[config.mk]
export PLATFORM = sky130hd
export DESIGN_NAME = matrix_ascii_formatter_flat
export DESIGN_NICKNAME = d
export VERILOG_FILES = /design/src/rtl/matrix_ascii_formatter_if.sv /design/src/rtl/matrix_ascii_formatter.sv /design/src/flat_wrapper.sv
export SDC_FILE = /design/constraint.sdc
export NUM_CORES = 1
export LEC_CHECK = 0
export BUFFER_PORTS_ARGS = -buffer_cell sky130_fd_sc_hd__buf_2
export CAP_MARGIN = 5
export CORE_ASPECT_RATIO = 0.7
export CORE_MARGIN = 10
export CORE_UTILIZATION = 45
export DETAILED_ROUTE_END_ITERATION = 7
export PLACE_DENSITY = 0.6
export SYNTH_ARGS = -nofsm -noshare
export SYNTH_HDL_FRONTEND = slang
export SYNTH_SLANG_ARGS = --single-unit
[constraint.sdc]
create_clock -name clk -period 9.1 [get_ports clk]
set_input_delay 0 -clock clk [delete_from_list [all_inputs] [get_ports clk]]
set_output_delay 0 -clock clk [all_outputs]
set_load 0.01 [all_outputs]
[src/rtl/matrix_ascii_formatter_if.sv]
// Handshake bundle between the matrix formatter, its element storage and the UART transmitter.
// The master modport is the formatter side; the slave modport is the storage/transmitter/requester side.
interface matrix_ascii_formatter_if;
    localparam int unsigned DIM_W  = 3;
    localparam int unsigned ADDR_W = 6;
    localparam int unsigned DATA_W = 8;

    logic              start;
    logic [DIM_W-1:0]  dim_m;
    logic [DIM_W-1:0]  dim_n;
    logic [ADDR_W-1:0] rd_addr;
    logic              rd_en;
    logic [DATA_W-1:0] rd_data;
    logic [DATA_W-1:0] tx_data;
    logic              tx_valid;
    logic              tx_ready;
    logic              busy;
    logic              done;

    modport master (
        input  start, dim_m, dim_n, rd_data, tx_ready,
        output rd_addr, rd_en, tx_data, tx_valid, busy, done
    );

    modport slave (
        output start, dim_m, dim_n, rd_data, tx_ready,
        input  rd_addr, rd_en, tx_data, tx_valid, busy, done
    );
endinterface

[src/rtl/matrix_ascii_formatter.sv]
// Streams an m x n matrix of unsigned bytes as ASCII text ("m n" header, space-separated
// rows ending CR LF) to a byte-wide transmitter, fetching elements from storage in row-major order.
module matrix_ascii_formatter (
    input  logic                    clk,
    input  logic                    rst_n,
    matrix_ascii_formatter_if.master bus
);
    localparam int unsigned DIM_W  = 3;
    localparam int unsigned ADDR_W = 6;
    localparam int unsigned DATA_W = 8;
    localparam logic [7:0] ASCII_0 = 8'h30;
    localparam logic [7:0] SPACE   = 8'h20;
    localparam logic [7:0] CR      = 8'h0D;
    localparam logic [7:0] LF      = 8'h0A;

    typedef enum logic [2:0] {IDLE, HDR, FETCH, WAIT_RD, CONV, EMIT, SEP, FIN} state_t;

    state_t            state_q, state_d;
    logic [DIM_W-1:0]  m_q, m_d, n_q, n_d, row_q, row_d, col_q, col_d;
    logic [2:0]        hdr_idx_q, hdr_idx_d;
    logic [1:0]        dig_idx_q, dig_idx_d;
    logic              lf_q, lf_d;
    logic [DATA_W-1:0] val_q, val_d;
    logic [1:0]        hun_q, hun_d;
    logic [3:0]        ten_q, ten_d, one_q, one_d;
    logic [ADDR_W-1:0] rd_addr_q, rd_addr_d;
    logic              rd_en_q, rd_en_d;
    logic [DATA_W-1:0] tx_data_q, tx_data_d;
    logic              tx_valid_q, tx_valid_d;
    logic              busy_q, busy_d, done_q, done_d;

    logic              free_c;
    logic [7:0]        hdr_byte_c, dig_byte_c, rem_c;
    logic [1:0]        hun_c;
    logic [3:0]        ten_c, one_c;

    // Decimal split by compare/subtract: hundreds first, then the largest tens multiple not above the rest.
    always_comb begin
        hun_c = 2'd0;
        rem_c = val_q;
        if (val_q >= 8'd200) begin
            hun_c = 2'd2;
            rem_c = val_q - 8'd200;
        end else if (val_q >= 8'd100) begin
            hun_c = 2'd1;
            rem_c = val_q - 8'd100;
        end
        ten_c = 4'd0;
        for (int t = 1; t < 10; t++) begin
            if (rem_c >= 8'(t * 10)) ten_c = 4'(t);
        end
        one_c = 4'(rem_c - 8'(ten_c) * 8'd10);
    end

    always_comb begin
        case (hdr_idx_q)
            3'd0:    hdr_byte_c = ASCII_0 + 8'(m_q);
            3'd1:    hdr_byte_c = SPACE;
            3'd2:    hdr_byte_c = ASCII_0 + 8'(n_q);
            3'd3:    hdr_byte_c = CR;
            default: hdr_byte_c = LF;
        endcase
        case (dig_idx_q)
            2'd2:    dig_byte_c = ASCII_0 + 8'(hun_q);
            2'd1:    dig_byte_c = ASCII_0 + 8'(ten_q);
            default: dig_byte_c = ASCII_0 + 8'(one_q);
        endcase
    end

    // Next-state logic; the output byte register may be reloaded whenever it is empty or being taken.
    always_comb begin
        state_d    = state_q;
        m_d        = m_q;
        n_d        = n_q;
        row_d      = row_q;
        col_d      = col_q;
        hdr_idx_d  = hdr_idx_q;
        dig_idx_d  = dig_idx_q;
        lf_d       = lf_q;
        val_d      = val_q;
        hun_d      = hun_q;
        ten_d      = ten_q;
        one_d      = one_q;
        rd_addr_d  = rd_addr_q;
        rd_en_d    = 1'b0;
        busy_d     = busy_q;
        done_d     = 1'b0;
        free_c     = !tx_valid_q || bus.tx_ready;
        tx_valid_d = tx_valid_q && !bus.tx_ready;
        tx_data_d  = tx_data_q;

        case (state_q)
            IDLE: if (bus.start) begin
                m_d       = bus.dim_m;
                n_d       = bus.dim_n;
                row_d     = '0;
                col_d     = '0;
                hdr_idx_d = 3'd0;
                lf_d      = 1'b0;
                busy_d    = 1'b1;
                state_d   = HDR;
            end
            HDR: if (free_c) begin
                tx_data_d  = hdr_byte_c;
                tx_valid_d = 1'b1;
                if (hdr_idx_q == 3'd4) state_d = (m_q == '0 || n_q == '0) ? FIN : FETCH;
                else                   hdr_idx_d = hdr_idx_q + 3'd1;
            end
            FETCH:   state_d = WAIT_RD;
            WAIT_RD: begin
                val_d   = bus.rd_data;
                state_d = CONV;
            end
            CONV: begin
                hun_d     = hun_c;
                ten_d     = ten_c;
                one_d     = one_c;
                dig_idx_d = (hun_c != 2'd0) ? 2'd2 : ((ten_c != 4'd0) ? 2'd1 : 2'd0);
                state_d   = EMIT;
            end
            EMIT: if (free_c) begin
                tx_data_d  = dig_byte_c;
                tx_valid_d = 1'b1;
                if (dig_idx_q == 2'd0) state_d = SEP;
                else                   dig_idx_d = dig_idx_q - 2'd1;
            end
            SEP: if (free_c) begin
                tx_valid_d = 1'b1;
                if (4'(col_q) + 4'd1 < 4'(n_q)) begin
                    tx_data_d = SPACE;
                    col_d     = col_q + 3'd1;
                    state_d   = FETCH;
                end else if (!lf_q) begin
                    tx_data_d = CR;
                    lf_d      = 1'b1;
                end else begin
                    tx_data_d = LF;
                    lf_d      = 1'b0;
                    if (4'(row_q) + 4'd1 < 4'(m_q)) begin
                        row_d   = row_q + 3'd1;
                        col_d   = '0;
                        state_d = FETCH;
                    end else begin
                        state_d = FIN;
                    end
                end
            end
            FIN: if (free_c) begin
                done_d  = 1'b1;
                busy_d  = 1'b0;
                state_d = IDLE;
            end
            default: state_d = IDLE;
        endcase

        // Read strobe and address are registered so they line up with the FETCH cycle itself.
        if (state_d == FETCH) begin
            rd_en_d   = 1'b1;
            rd_addr_d = ADDR_W'(row_d) * ADDR_W'(n_d) + ADDR_W'(col_d);
        end
    end

    always_ff @(posedge clk or negedge rst_n) begin
        if (!rst_n) begin
            state_q    <= IDLE;
            m_q        <= '0;
            n_q        <= '0;
            row_q      <= '0;
            col_q      <= '0;
            hdr_idx_q  <= '0;
            dig_idx_q  <= '0;
            lf_q       <= 1'b0;
            val_q      <= '0;
            hun_q      <= '0;
            ten_q      <= '0;
            one_q      <= '0;
            rd_addr_q  <= '0;
            rd_en_q    <= 1'b0;
            tx_data_q  <= '0;
            tx_valid_q <= 1'b0;
            busy_q     <= 1'b0;
            done_q     <= 1'b0;
        end else begin
            state_q    <= state_d;
            m_q        <= m_d;
            n_q        <= n_d;
            row_q      <= row_d;
            col_q      <= col_d;
            hdr_idx_q  <= hdr_idx_d;
            dig_idx_q  <= dig_idx_d;
            lf_q       <= lf_d;
            val_q      <= val_d;
            hun_q      <= hun_d;
            ten_q      <= ten_d;
            one_q      <= one_d;
            rd_addr_q  <= rd_addr_d;
            rd_en_q    <= rd_en_d;
            tx_data_q  <= tx_data_d;
            tx_valid_q <= tx_valid_d;
            busy_q     <= busy_d;
            done_q     <= done_d;
        end
    end

    assign bus.rd_addr  = rd_addr_q;
    assign bus.rd_en    = rd_en_q;
    assign bus.tx_data  = tx_data_q;
    assign bus.tx_valid = tx_valid_q;
    assign bus.busy     = busy_q;
    assign bus.done     = done_q;
endmodule

[src/flat_wrapper.sv]
// flat-port wrapper written by rule: the top's interface ports become plain ports
module matrix_ascii_formatter_flat 
  (clk, rst_n, bus_start, bus_dim_m, bus_dim_n, bus_rd_data, bus_tx_ready, bus_rd_addr, bus_rd_en, bus_tx_data, bus_tx_valid, bus_busy, bus_done);
  matrix_ascii_formatter_if bus_i ();
  input  logic clk;
  input  logic rst_n;
  input wire logic [$bits(bus_i.start)-1:0] bus_start;
  input wire logic [$bits(bus_i.dim_m)-1:0] bus_dim_m;
  input wire logic [$bits(bus_i.dim_n)-1:0] bus_dim_n;
  input wire logic [$bits(bus_i.rd_data)-1:0] bus_rd_data;
  input wire logic [$bits(bus_i.tx_ready)-1:0] bus_tx_ready;
  output wire logic [$bits(bus_i.rd_addr)-1:0] bus_rd_addr;
  output wire logic [$bits(bus_i.rd_en)-1:0] bus_rd_en;
  output wire logic [$bits(bus_i.tx_data)-1:0] bus_tx_data;
  output wire logic [$bits(bus_i.tx_valid)-1:0] bus_tx_valid;
  output wire logic [$bits(bus_i.busy)-1:0] bus_busy;
  output wire logic [$bits(bus_i.done)-1:0] bus_done;
  assign bus_i.start = bus_start;
  assign bus_i.dim_m = bus_dim_m;
  assign bus_i.dim_n = bus_dim_n;
  assign bus_i.rd_data = bus_rd_data;
  assign bus_i.tx_ready = bus_tx_ready;
  assign bus_rd_addr = bus_i.rd_addr;
  assign bus_rd_en = bus_i.rd_en;
  assign bus_tx_data = bus_i.tx_data;
  assign bus_tx_valid = bus_i.tx_valid;
  assign bus_busy = bus_i.busy;
  assign bus_done = bus_i.done;
  matrix_ascii_formatter u_core (.clk(clk), .rst_n(rst_n), .bus(bus_i));
endmodule
# Yosys cells after proc, flatten, opt, wreduce, memory -nomap -nowiden
# Cells that the tools add are included.
# W data, S select, Z words.
[word_totals]
regBits = 57
[op_classes]
mul = 2
addsub = 15
magnitude_cmp = 13
n_reduce_logical = 24
n_eq_ne = 22
muxes = 69
[op_table]
columns = ["cell", "count"]
rows = [
  ["$mux W3", 31],
  ["$mux W8", 6],
  ["$ge A8 B7 Y1 const B", 4],
  ["$pmux W8 S4", 1],
  ["$ge A8 B6 Y1 const B", 3],
  ["$pmux W3 S8", 1],
  ["$pmux W8 S3", 1],
  ["$pmux W3 S2", 3],
  ["$ge A8 B5 Y1 const B", 2],
  ["$pmux W8 S2", 1],
  ["$eq A3 B2 Y1 const B", 5],
  ["$eq A3 B3 Y1 const B", 5],
  ["$add A6 B3 Y7 const A", 2],
  ["$add A6 B4 Y7 const A", 2],
  ["$mux W1", 14],
  ["$logic_not A3 Y1", 4],
  ["$mux W2", 6],
  ["$reduce_and A4 Y1", 3],
  ["$reduce_bool A2 Y1", 5],
  ["$add A3 B1 Y3 const B", 3],
  ["$add A3 B1 Y4 const B", 2],
  ["$ge A8 B4 Y1 const B", 1],
  ["$ge A8 B8 Y1 const B", 1],
  ["$lt A4 B3 Y1", 2],
  ["other kinds (25)", 37],
]

# Longest topological paths before layout
# Gate-level depths: netlist (run 1).
[depth]
word_depth = 17
ltp_mapped = 20
ltp_nobuf = 20

# Worst setup path before layout (run 1)
# Ideal clock, no wire load.
[synth_timing]
path_kind = "reg2reg"
start = "reg u_core.col_q[0]"
end = "reg u_core.rd_addr_q[5], in the netlist u_core.bus.rd_addr[5]"
slack_ns = 4.590
arrival_time_ns = 4.385
stages_incl_launch_ff = 19
setup_ns = 0.125
n_path_buf = 0
cell_sequence = "dfrtp_1 ha_1 ha_1 a21boi_0 o21ai_0 nand2_1 nand2_1 nor3_1 mux2_2 inv_1 nand2_1 fa_1 fa_1 fa_1 inv_1 a21o_1 a21oi_1 xnor2_1 mux2_2"
[synth_between]
elab_chain_len = 7
[synth_lines]
columns = ["element", "line", "rtl"]
rows = [
  ["start, declared", "matrix_ascii_formatter.sv:19", "logic [DIM_W-1:0] m_q, m_d, n_q, n_d, row_q, row_d, col_q, col_d;"],
  ["start signal, assigned", "matrix_ascii_formatter.sv:188", "col_q <= col_d;"],
  ["$add A3 B1 Y4", "matrix_ascii_formatter.sv:129", "if (4'(col_q) + 4'd1 < 4'(n_q)) begin"],
  ["$lt A4 B3 Y1", "matrix_ascii_formatter.sv:129", ""],
  ["$mux W3", "matrix_ascii_formatter.sv:129", ""],
  ["$mux W3", "matrix_ascii_formatter.sv:127", "SEP: if (free_c) begin"],
  ["$pmux W3 S2", "matrix_ascii_formatter.sv:92", "case (state_q)"],
  ["via u_core.row_d[0]", "matrix_ascii_formatter.sv:19", ""],
  ["$mul A3 B3 Y6", "matrix_ascii_formatter.sv:159", "rd_addr_d = ADDR_W'(row_d) * ADDR_W'(n_d) + ADDR_W'(col_d);"],
  ["$add A6 B3 Y6", "matrix_ascii_formatter.sv:159", ""],
  ["end signal, assigned", "matrix_ascii_formatter.sv:196", "rd_addr_q <= rd_addr_d;"],
  ["end, declared", "matrix_ascii_formatter.sv:26", "logic [ADDR_W-1:0] rd_addr_q, rd_addr_d;"],
]
# The timed path passes the listed nets, and every way through them passes these cells.
# A chain may end at the register's enable or synchronous reset.

# Final worst setup path (run 1)
# Ends and elaborated chain as after synthesis.

==> results.md, run 1 <==
- Result of the run: finished clean
- Unrepaired setup endpoints after global routing: no
- Total of endpoints with negative setup slack in the final report: 0
- Horizontal die dimension: 130 um
- Total clock buffers created by CTS: 5
- Gp weighted congestion: 0.880
- Pleak: 2.09 nW
- Cell Area, Synth: 0.00380 mm2
- Net count of the finished layout: 526
- Final Hold Viols: 0
- Required time at the worst-slack endpoint: 9.28 ns
- Largest stage delay, worst path: 0.58 ns
- DR vias/cell: 5.54
- Initial standard-cell utilization of the core: 0.472
- Layout cells sized above 1: 0.154
- Max-slew violation total from the final report: 0
- Endpoint kind of the worst setup timing path: register
- Cell types with the highest counts after synthesis: 55 x dfrtp_1, 51 x nand2_1, 38 x nor2_1
- Final worst hold slack: 0.00338 ns
- Largest area contributor in the synthesized netlist: dfrtp_1
- Critical-path cell with the highest stage delay: fa_1
- Final antenna-violating net count: 0
- DR WL/cell: 15.5 um
- Remaining Overflow, GRT: 0
- Number of flops mapped to enable cells by yosys: 0
- Number of buffers and inverters on the critical path: 2
- Cell area power density: 389 mW/mm2
- Number of antenna violations at the first check in global routing: 0
- Critical path cell sequence: ha_1 -> ha_1 -> a21boi_0 -> o21ai_0 -> nand2_1 -> nand2_1 -> nor3_1 -> mux2_2 -> inv_1 -> nand2_1 -> fa_1 -> fa_1 -> fa_1 -> inv_1 -> a21o_1 -> a21oi_1 -> xnor2_1 -> mux2_2
- Period Utilization, post-route: 0.536
- Fraction of registers with async set/reset: 1.00
- DRC: 0
- Via count: 3190
- Clock transition at the register clock pins on the worst setup and hold paths after CTS: 0.07 ns
- Placed instance area: 0.00403 mm2
- CP startpoint kind: register
- Vias in the first global route: 3036
- I/O Pins: 36
- Predominant post-synthesis flop cell: dfrtp_1
- Cell area after layout: 0.00432 mm2
- Max-cap violations: 0
- Portion of synthesized cell area occupied by the leading cell type: 0.363
- Top delay family on crit path: adder cells
- Antenna Diode Count: 0
- Buffers inserted by post-CTS timing repair: 0
- Overall die height: 96.8 um
- Instance count of the mapped netlist: 435
- Total routed wirelength: 8950 um
- Growth of design area from synthesis to finish: 13.9%
- Placement Rows: 27
- Maximum root-to-sink buffer count: 2
- Reg-to-reg slack, setup: 4.22 ns
- Number of library cell types mapped by synthesis: 62
- Later-pin clock latency in the skew report: 0.29 ns
- Critical setup path kind: reg2reg
- Detailed-placement wirelength estimate: 6810 um
- Most common cell in the netlist: dfrtp_1
- Maximum number of pins on one net before global-route repair: 56
- Number of search-and-repair iterations in the first detailed-routing pass: 5
- Number of synthesis warnings: 0
- Proportion of synthesized chip area in sequential cells: 0.363
- Mean post-synth cell area: 8.73 um2
- GR Util All Layers: 0.143
- Clock H-tree levels: 2
- Fmax: 205 MHz
- Relative slew slack: 0.500
- Area contributors post-synth: dfrtp_1 36%, ha_1 10%, nand2_1 5.0%
- Worst endpoint data arrival time: 5.06 ns
- Transition time at the pin with the least slew margin: 0.750 ns
- Setup tns final: 0 ns
- Count of state elements after synthesis: 55
- Wire length of the first global-routing pass: 15100 um
- TritonCTS clock tree: done
- Iter 0 DRT Violations: 246
- Peak ir drop on the vdd network: 189 uV
- Clock net sink count: 55
- Min Tclk post-route: 4.88 ns
- Max Clock Skew: 0.00390 ns
- Util after Layout: 0.538
- Critical path peak fanout: 5
- Die outline area: 0.0126 mm2
- Root Buffer Master: clkbuf_16
- Count of port buffers added during placement: 33
- Worst min-delay path class: in2reg
- Placeable core region: 0.00804 mm2
==> placed cells by master, fill, tap and decap left out, types with 6 or more instances in the layout <==
master         Yosys  routed
buf_2              3      33
dlygate4sd3_1      0      15
dfrtp_1           55      55
nand3_1           12      12
a21oi_1           24      24
inv_1             35      35
a22oi_1            9       9
o21ai_0           34      34
mux2_2            14      14
a31oi_1           11      11
nand2_1           51      51
ha_1              31      31
nor2_1            38      38
nor2b_1            6       6
nor3_1             9       9
==> cell type report <==
cell class / count / area [um2]
Clock buffer: 5 / 125
Clock inverter: 3 / 20.0
Inverter: 37 / 139
Multi-Input combinational cell: 324 / 2200
Tap cell: 101 / 126
Fill cell: 752 / 3720
Timing Repair Buffer: 51 / 338
Sequential cell: 55 / 1380
==> worst min-delay path, delay by kind of cell <==
kind,cells,cell delay (ns)
buf+inv,2,0.16
mux,1,0.10
==> layer usage <==
layer / part of all wire / track usage / up-vias / wire [um]
met4: 0.0083 / 0.0274 / 0 / 74
li1: - / - / 1606 / -
met1: 0.54 / 0.221 / 1500 / 4800
met2: 0.40 / 0.192 / 78 / 3560
met5: 0 / 0 / - / 0
met3: 0.057 / 0.0381 / 6 / 510
==> state kept, by name, summed over array words and instances (netlist names), 2 cells and up <==
signal              flops
u_core.hun_q            2
u_core.col_q            3
u_core.val_q            8
u_core.bus.tx_data      6
u_core.one_q            4
u_core.hdr_idx_q        3
u_core.n_q              3
u_core.row_q            3
u_core.state_q          3
u_core.dig_idx_q        2
u_core.m_q              3
u_core.ten_q            4
u_core.bus.rd_addr      6
==> what timing repair did <==
item                      CTS  global route
hold buffers               15             0
resized for setup           0             0
hold endpoints to repair   69             0
==> power breakdown <==
group / leakage (nW) / switching, mW / internal [mW]
sequential: 0.679 / 0.108 / 0.340
combinational: 1.34 / 0.609 / 0.434
clock: 0.0658 / 0.0893 / 0.102
==> stage by stage <==
stage	instances	total power [mW]	worst slack (ns)
global placement	553	1.46	4.34
global route	576	1.86	3.95
floorplan	436	1.24	4.59
CTS	576	1.69	4.21
finish	576	1.68	4.22
detailed placement	553	1.48	4.25
==> logic make-up (layout without fill, tap and decap cells) <==
logic type | count (synthesis) | count (layout) | synth area share
and+or+nand+nor | 141 | 141 | 0.174
AOI/OAI and AO/OA | 120 | 120 | 0.207
buffers and inverters | 57 | 96 | 0.0593
DFF | 55 | 55 | 0.363
adders and majority gates | 34 | 34 | 0.118
muxes | 18 | 18 | 0.0521
xor gates and xnor gates | 9 | 9 | 0.0267
other | 1 | 2 | 0.000988
==> worst paths after layout <==
kind                                      start                     to  cells past startpoint
worst max-delay path            u_core.col_q[0]  u_core.bus.rd_addr[5]                     18
min in group asynchronous                 rst_n  u_core.bus.tx_data[0]                      3
worst min-delay path               bus_dim_n[0]          u_core.n_q[0]                      3
max in group asynchronous                 rst_n      u_core.state_q[0]                      3
worst min register to register  u_core.one_q[2]        u_core.one_q[2]                      2
worst max register to register  u_core.col_q[0]  u_core.bus.rd_addr[5]                     18
(Power assumes the default switching activity.)
==> inputs of run 2 (changes only) <==
Settings changed: PLACE_DENSITY 0.6 to 0.63.
Clock period 9.1 ns to 4.4 ns, I/O delays scaled along.
==> run 2 against run 1 <==
  * Non-clock buffer count increased by 21
  * First-iteration DRC count decreased by 29%
  * Sequential cell count unchanged
  * Largest cell class unchanged
  * Critical endpoint unchanged
  * Wire length increased by 1.8%
  * Combinational power increased by 120%
  * Critical path depth increased by 2
  * Highest routed layer unchanged
  * Sequential share of layout area decreased by 1.7 points
==> results.md, run 2 (synthesis results as in run 1) <==
- Util after Layout: 0.568
- Clock H-tree levels: 2
- Iter 0 DRT Violations: 175
- Later-pin clock latency in the skew report: 0.30 ns
- Root Buffer Master: clkbuf_16
- Worst min-delay path class: in2reg
- Placement Rows: 27
- Maximum root-to-sink buffer count: 2
- Max-cap violations: 0
- Clock transition at the register clock pins on the worst setup and hold paths after CTS: 0.08 ns
- Critical setup path kind: reg2reg
- Final antenna-violating net count: 0
- Placed Instances: 566
- Wire length of the first global-routing pass: 14900 um
- Max-slew violation total from the final report: 0
- Antenna Diode Count: 0
- Maximum number of pins on one net before global-route repair: 56
- Remaining Overflow, GRT: 0
- Max FFs per register: 8
- Die outline area: 0.0126 mm2
- Worst endpoint data arrival time: 4.42 ns
- Worst Setup Slack, final: 0.170 ns
- Fmax: 236 MHz
- Placeable core region: 0.00804 mm2
- Via count: 3319
- Growth of design area from synthesis to finish: 20.4%
- Overall die height: 96.8 um
- Placement-stage worst setup slack: -0.00290 ns
- Clock net sink count: 55
- Max Clock Skew: 0.00549 ns
- Result of the run: finished clean
- Initial standard-cell utilization of the core: 0.472
- Total of endpoints with negative setup slack in the final report: 0
- Count of port buffers added during placement: 33
- CP startpoint kind: register
- Total clock buffers created by CTS: 5
- I/O Pins: 36
- Critical path peak fanout: 4
- DR vias/cell: 5.56
- Register containing the most flip-flops in the final layout: u_core.val_q
- Commonest non-fill, non-tap cells in the layout: 55 x dfrtp_1, 49 x nand2_1, 38 x nor2_1
- DRC: 0
- Net count of the finished layout: 547
- Relative slew slack: 0.524
- Detailed-placement wirelength estimate: 6870 um
- Gp weighted congestion: 0.901
- Final Hold Viols: 0
- Min Tclk post-route: 4.23 ns
- Pleak: 2.20 nW
- Peak ir drop on the vdd network: 373 uV
- Vias in the first global route: 3102
- Transition time at the pin with the least slew margin: 0.707 ns
- Required time at the worst-slack endpoint: 4.59 ns
- Cell area power density: 786 mW/mm2
- GR Util All Layers: 0.142
- Number of search-and-repair iterations in the first detailed-routing pass: 5
- Number of antenna violations at the first check in global routing: 0
- Total routed wirelength: 9110 um
- Period Utilization, post-route: 0.961
- TritonCTS clock tree: done
- Total power of the final layout: 3.59 mW
- Layout cells sized above 1: 0.218
- Number of standard cells in the layout, taps in and fillers out: 597
- DR WL/cell: 15.3 um
- Endpoint kind of the worst setup timing path: register
- Commonest non-fill, non-tap cell in the layout: dfrtp_1
- Horizontal die dimension: 130 um
-- run 2: worst paths after layout --
kind	startpoint	to	slack, ns	cells past startpoint
setup / recovery	u_core.row_q[1]	u_core.bus.rd_addr[5]	0.17	20
hold / removal	bus_tx_ready	u_core.bus.done	0.22	4
setup reg to reg	u_core.row_q[1]	u_core.bus.rd_addr[5]	0.17	20
hold reg to reg	u_core.one_q[2]	u_core.one_q[2]	0.47	2
max in group asynchronous	rst_n	u_core.n_q[1]	3.57	3
min in group asynchronous	rst_n	u_core.bus.tx_data[2]	0.37	3
-- run 2: final cells by class --
type	count	area (um2)
Fill cell	738	3470
Multi-Input combinational cell	324	2280
Sequential cell	55	1380
Timing Repair Buffer	72	498
Inverter	37	139
Tap cell	101	126
Clock buffer	5	125
Clock inverter	3	27.5
-- run 2: power breakdown --
part / internal, mW / switching (mW)
registers: 0.703 / 0.213
logic: 0.972 / 1.28
clock network: 0.218 / 0.202
total: 1.89 / 1.70
-- run 2: repair_timing --
action	in CTS	in global routing
endpoints found under the hold margin	70	0
setup buffers	0	7
pin swaps	2	13
resized for setup	1	18
hold buffers	16	0
endpoints found under the setup margin	1	2
-- run 2: worst max-delay path, cell delays in order, from the launching register on --
cell,delay [ns]
dfrtp_1,0.43
ha_4,0.18
xnor2_1,0.15
inv_1,0.08
ha_1,0.28
o21ai_1,0.07
nand4b_1,0.15
nor3_2,0.24
buf_4,0.17
nand2_2,0.05
o21a_1,0.14
inv_2,0.08
nand2_2,0.05
fa_1,0.58
fa_2,0.48
fa_2,0.37
inv_2,0.07
a21o_1,0.12
a21oi_2,0.05
xnor2_1,0.11
mux2_2,0.25
-- run 2: metal layers --
layer | vias up | track usage | part of all wire
met3 | 6 | 0.0359 | 0.061
met2 | 94 | 0.192 | 0.41
met5 | - | 0 | 0
li1 | 1641 | - | -
met4 | 0 | 0.0308 | 0.0075
met1 | 1578 | 0.216 | 0.52
-- run 2: stage by stage --
| stage | area [um2] | hold slack, ns | TNS (ns) |
|---|---|---|---|
| detailed placement | 4130 | 0.184 | -0.00290 |
| global placement | 4130 | 0.181 | 0 |
| finish | 4570 | 0.216 | 0 |
| global route | 4570 | 0.240 | -0.103 |
| floorplan | 3800 | -0.296 | 0 |
| CTS | 4450 | 0.205 | 0 |
==> inputs of run 3 (changes only) <==
Settings changed: PLACE_DENSITY 0.63 to 0.6.
Clock period 4.4 ns to 4.3 ns, I/O delays scaled along.
==> run 3 against run 2 <==
  * Sequential share of layout area is 0.27 points lower
  * Register-to-register slack worse by 0.05 ns
  * Sequential power hardly changed
  * Critical path depth is 3 lower
  * Wire length is 1.8% higher
  * Final cell count is 0.84% higher
  * Critical path type unchanged
  * Clock skew is 0.0051 ns higher
==> results.md, run 3 (synthesis results as in run 1) <==
- Fmax: 239 MHz
- Remaining Overflow, GRT: 0
- Unrepaired setup endpoints after global routing: yes
- Peak ir drop on the vdd network: 422 uV
- Worst endpoint data arrival time: 4.37 ns
- Max FFs per register: 8
- Final Hold Viols: 0
- Util after Layout: 0.574
- Count of port buffers added during placement: 33
- Total clock buffers created by CTS: 5
- CP startpoint kind: register
- Cell area after layout: 0.00461 mm2
- Horizontal die dimension: 130 um
- Commonest non-fill, non-tap cell in the layout: dfrtp_1
- GR Util All Layers: 0.146
- Detailed-route wire length on metal 1: 4860 um
- Iter 0 DRT Violations: 213
- TritonCTS clock tree: done
- Critical setup path kind: reg2reg
- Initial standard-cell utilization of the core: 0.472
- Number of search-and-repair iterations in the first detailed-routing pass: 7
- Relative slew slack: 0.522
- Later-pin clock latency in the skew report: 0.31 ns
- Gp weighted congestion: 0.870
- DR WL/cell: 15.4 um
- I/O Pins: 36
- Worst min-delay path class: in2reg
- Layout cells sized above 1: 0.236
- Required time at the worst-slack endpoint: 4.49 ns
- Top layer reached by signal wires: met4
- Met3 routed WL: 568 um
- Growth of design area from synthesis to finish: 21.5%
- Placed instance area: 0.00416 mm2
- Wire length on met2: 3740 um
- Critical path peak fanout: 2
- Placement Rows: 27
- DRC: 0
- Result of the run: finished clean
- Antenna Diode Count: 0
- Detailed-placement wirelength estimate: 7060 um
- Net count of the finished layout: 552
- Placeable core region: 0.00804 mm2
- Number of antenna violations at the first check in global routing: 0
- Final antenna-violating net count: 0
- Vias in the first global route: 3056
- Endpoint kind of the worst setup timing path: register
- Max Clock Skew: 0.0106 ns
- Overall die height: 96.8 um
- Pleak: 2.23 nW
- Clock transition at the register clock pins on the worst setup and hold paths after CTS: 0.07 ns
- Min Tclk post-route: 4.18 ns
- Cell area power density: 798 mW/mm2
- Maximum root-to-sink buffer count: 2
- Total routed wirelength: 9270 um
- Area occupied by multi-input gates: 0.00228 mm2
- Die outline area: 0.0126 mm2
- Wire length of the first global-routing pass: 15300 um
- Via count: 3355
- Area taken by flip-flops and latches: 0.00138 mm2
- DR vias/cell: 5.57
- Reg-to-reg slack, setup: 0.12 ns
- Root Buffer Master: clkbuf_16
- Max-slew violation total from the final report: 0
- Maximum number of pins on one net before global-route repair: 56
- Clock H-tree levels: 2
- Clock net sink count: 55
- Transition time at the pin with the least slew margin: 0.716 ns
- FILL cells: 710
- Total of endpoints with negative setup slack in the final report: 0
- Max-cap violations: 0
- Commonest non-fill, non-tap cells in the layout: 55 x dfrtp_1, 47 x nand2_1, 37 x nor2_1
- Register containing the most flip-flops in the final layout: u_core.val_q
- Period Utilization, post-route: 0.971
-- run 3: cell count changes in the layout (fill, tap and decap cells not counted), moves of 2 or more --
cell and delta:
nand2_2 +2, buf_4 +4, nand2_1 -2, inv_6 +2, ha_4 -2, inv_2 +2, inv_1 -2
-- run 3: layer usage --
metal / vias up / global-route usage
met4: 0 / 0.0377
met2: 94 / 0.190
met1: 1593 / 0.230
met5: - / 0
li1: 1655 / -
met3: 13 / 0.0343
-- run 3: critical path, stage by stage (launching register included) --
cell and delay (ns):
dfrtp_1 0.38, ha_1 0.32, ha_1 0.28, a21boi_1 0.13
o21ai_1 0.13, nand4b_1 0.17, nor3_4 0.21, mux2_4 0.34
inv_2 0.07, nand2_2 0.05, fa_1 0.50, fa_2 0.58
inv_2 0.05, ha_4 0.20, a21o_1 0.18, a21oi_2 0.15
xnor2_1 0.08, mux2_4 0.26
-- run 3: final cells by class --
class,count,area share
clock buffers,5,0.0271
clock inverters,3,0.00570
inverters,37,0.0301
multi-input cells,324,0.494
flip-flops and latches,55,0.298
well taps,101,0.0274
repair buffers,77,0.117
-- run 3: worst paths after layout --
kind | start | end | depth (start not counted)
worst max-delay path | u_core.row_q[0] | u_core.bus.rd_addr[4] | 17
worst min-delay path | bus_tx_ready | u_core.bus.tx_valid | 3
worst max register to register | u_core.row_q[0] | u_core.bus.rd_addr[4] | 17
worst min register to register | u_core.one_q[2] | u_core.one_q[2] | 2
max in group asynchronous | rst_n | u_core.row_q[0] | 3
min in group asynchronous | rst_n | u_core.bus.tx_data[3] | 3
-- run 3: stage by stage --
| step | std cells | hold WS (ns) | setup TNS (ns) | setup WS (ns) | total power, mW |
|---|---|---|---|---|---|
| 5_1_grt | 602 | 0.285 | -0.0566 | -0.0333 | 4.05 |
| 3_5_place_dp | 568 | 0.186 | -0.219 | -0.124 | 3.19 |
| 2_1_floorplan | 436 | -0.296 | 0 | 0.0178 | 2.62 |
| 4_1_cts | 597 | 0.212 | 0 | 0.00376 | 3.66 |
| 3_3_place_gp | 568 | 0.185 | -0.0463 | -0.0244 | 3.16 |
| 6_report | 602 | 0.220 | 0 | 0.124 | 3.68 |
-- run 3: repair_timing --
action / 4_1_cts / 5_1_grt
pin swaps: 6 / 14
hold buffers: 16 / 0
endpoints found under the setup margin: 3 / 3
resized for setup: 5 / 17
endpoints found under the hold margin: 70 / 0
setup buffers: 5 / 5
-- run 3: power by group --
group / internal, mW / switching, mW
Combinational: 0.997 / 1.34
Clock: 0.223 / 0.207
Sequential: 0.720 / 0.198
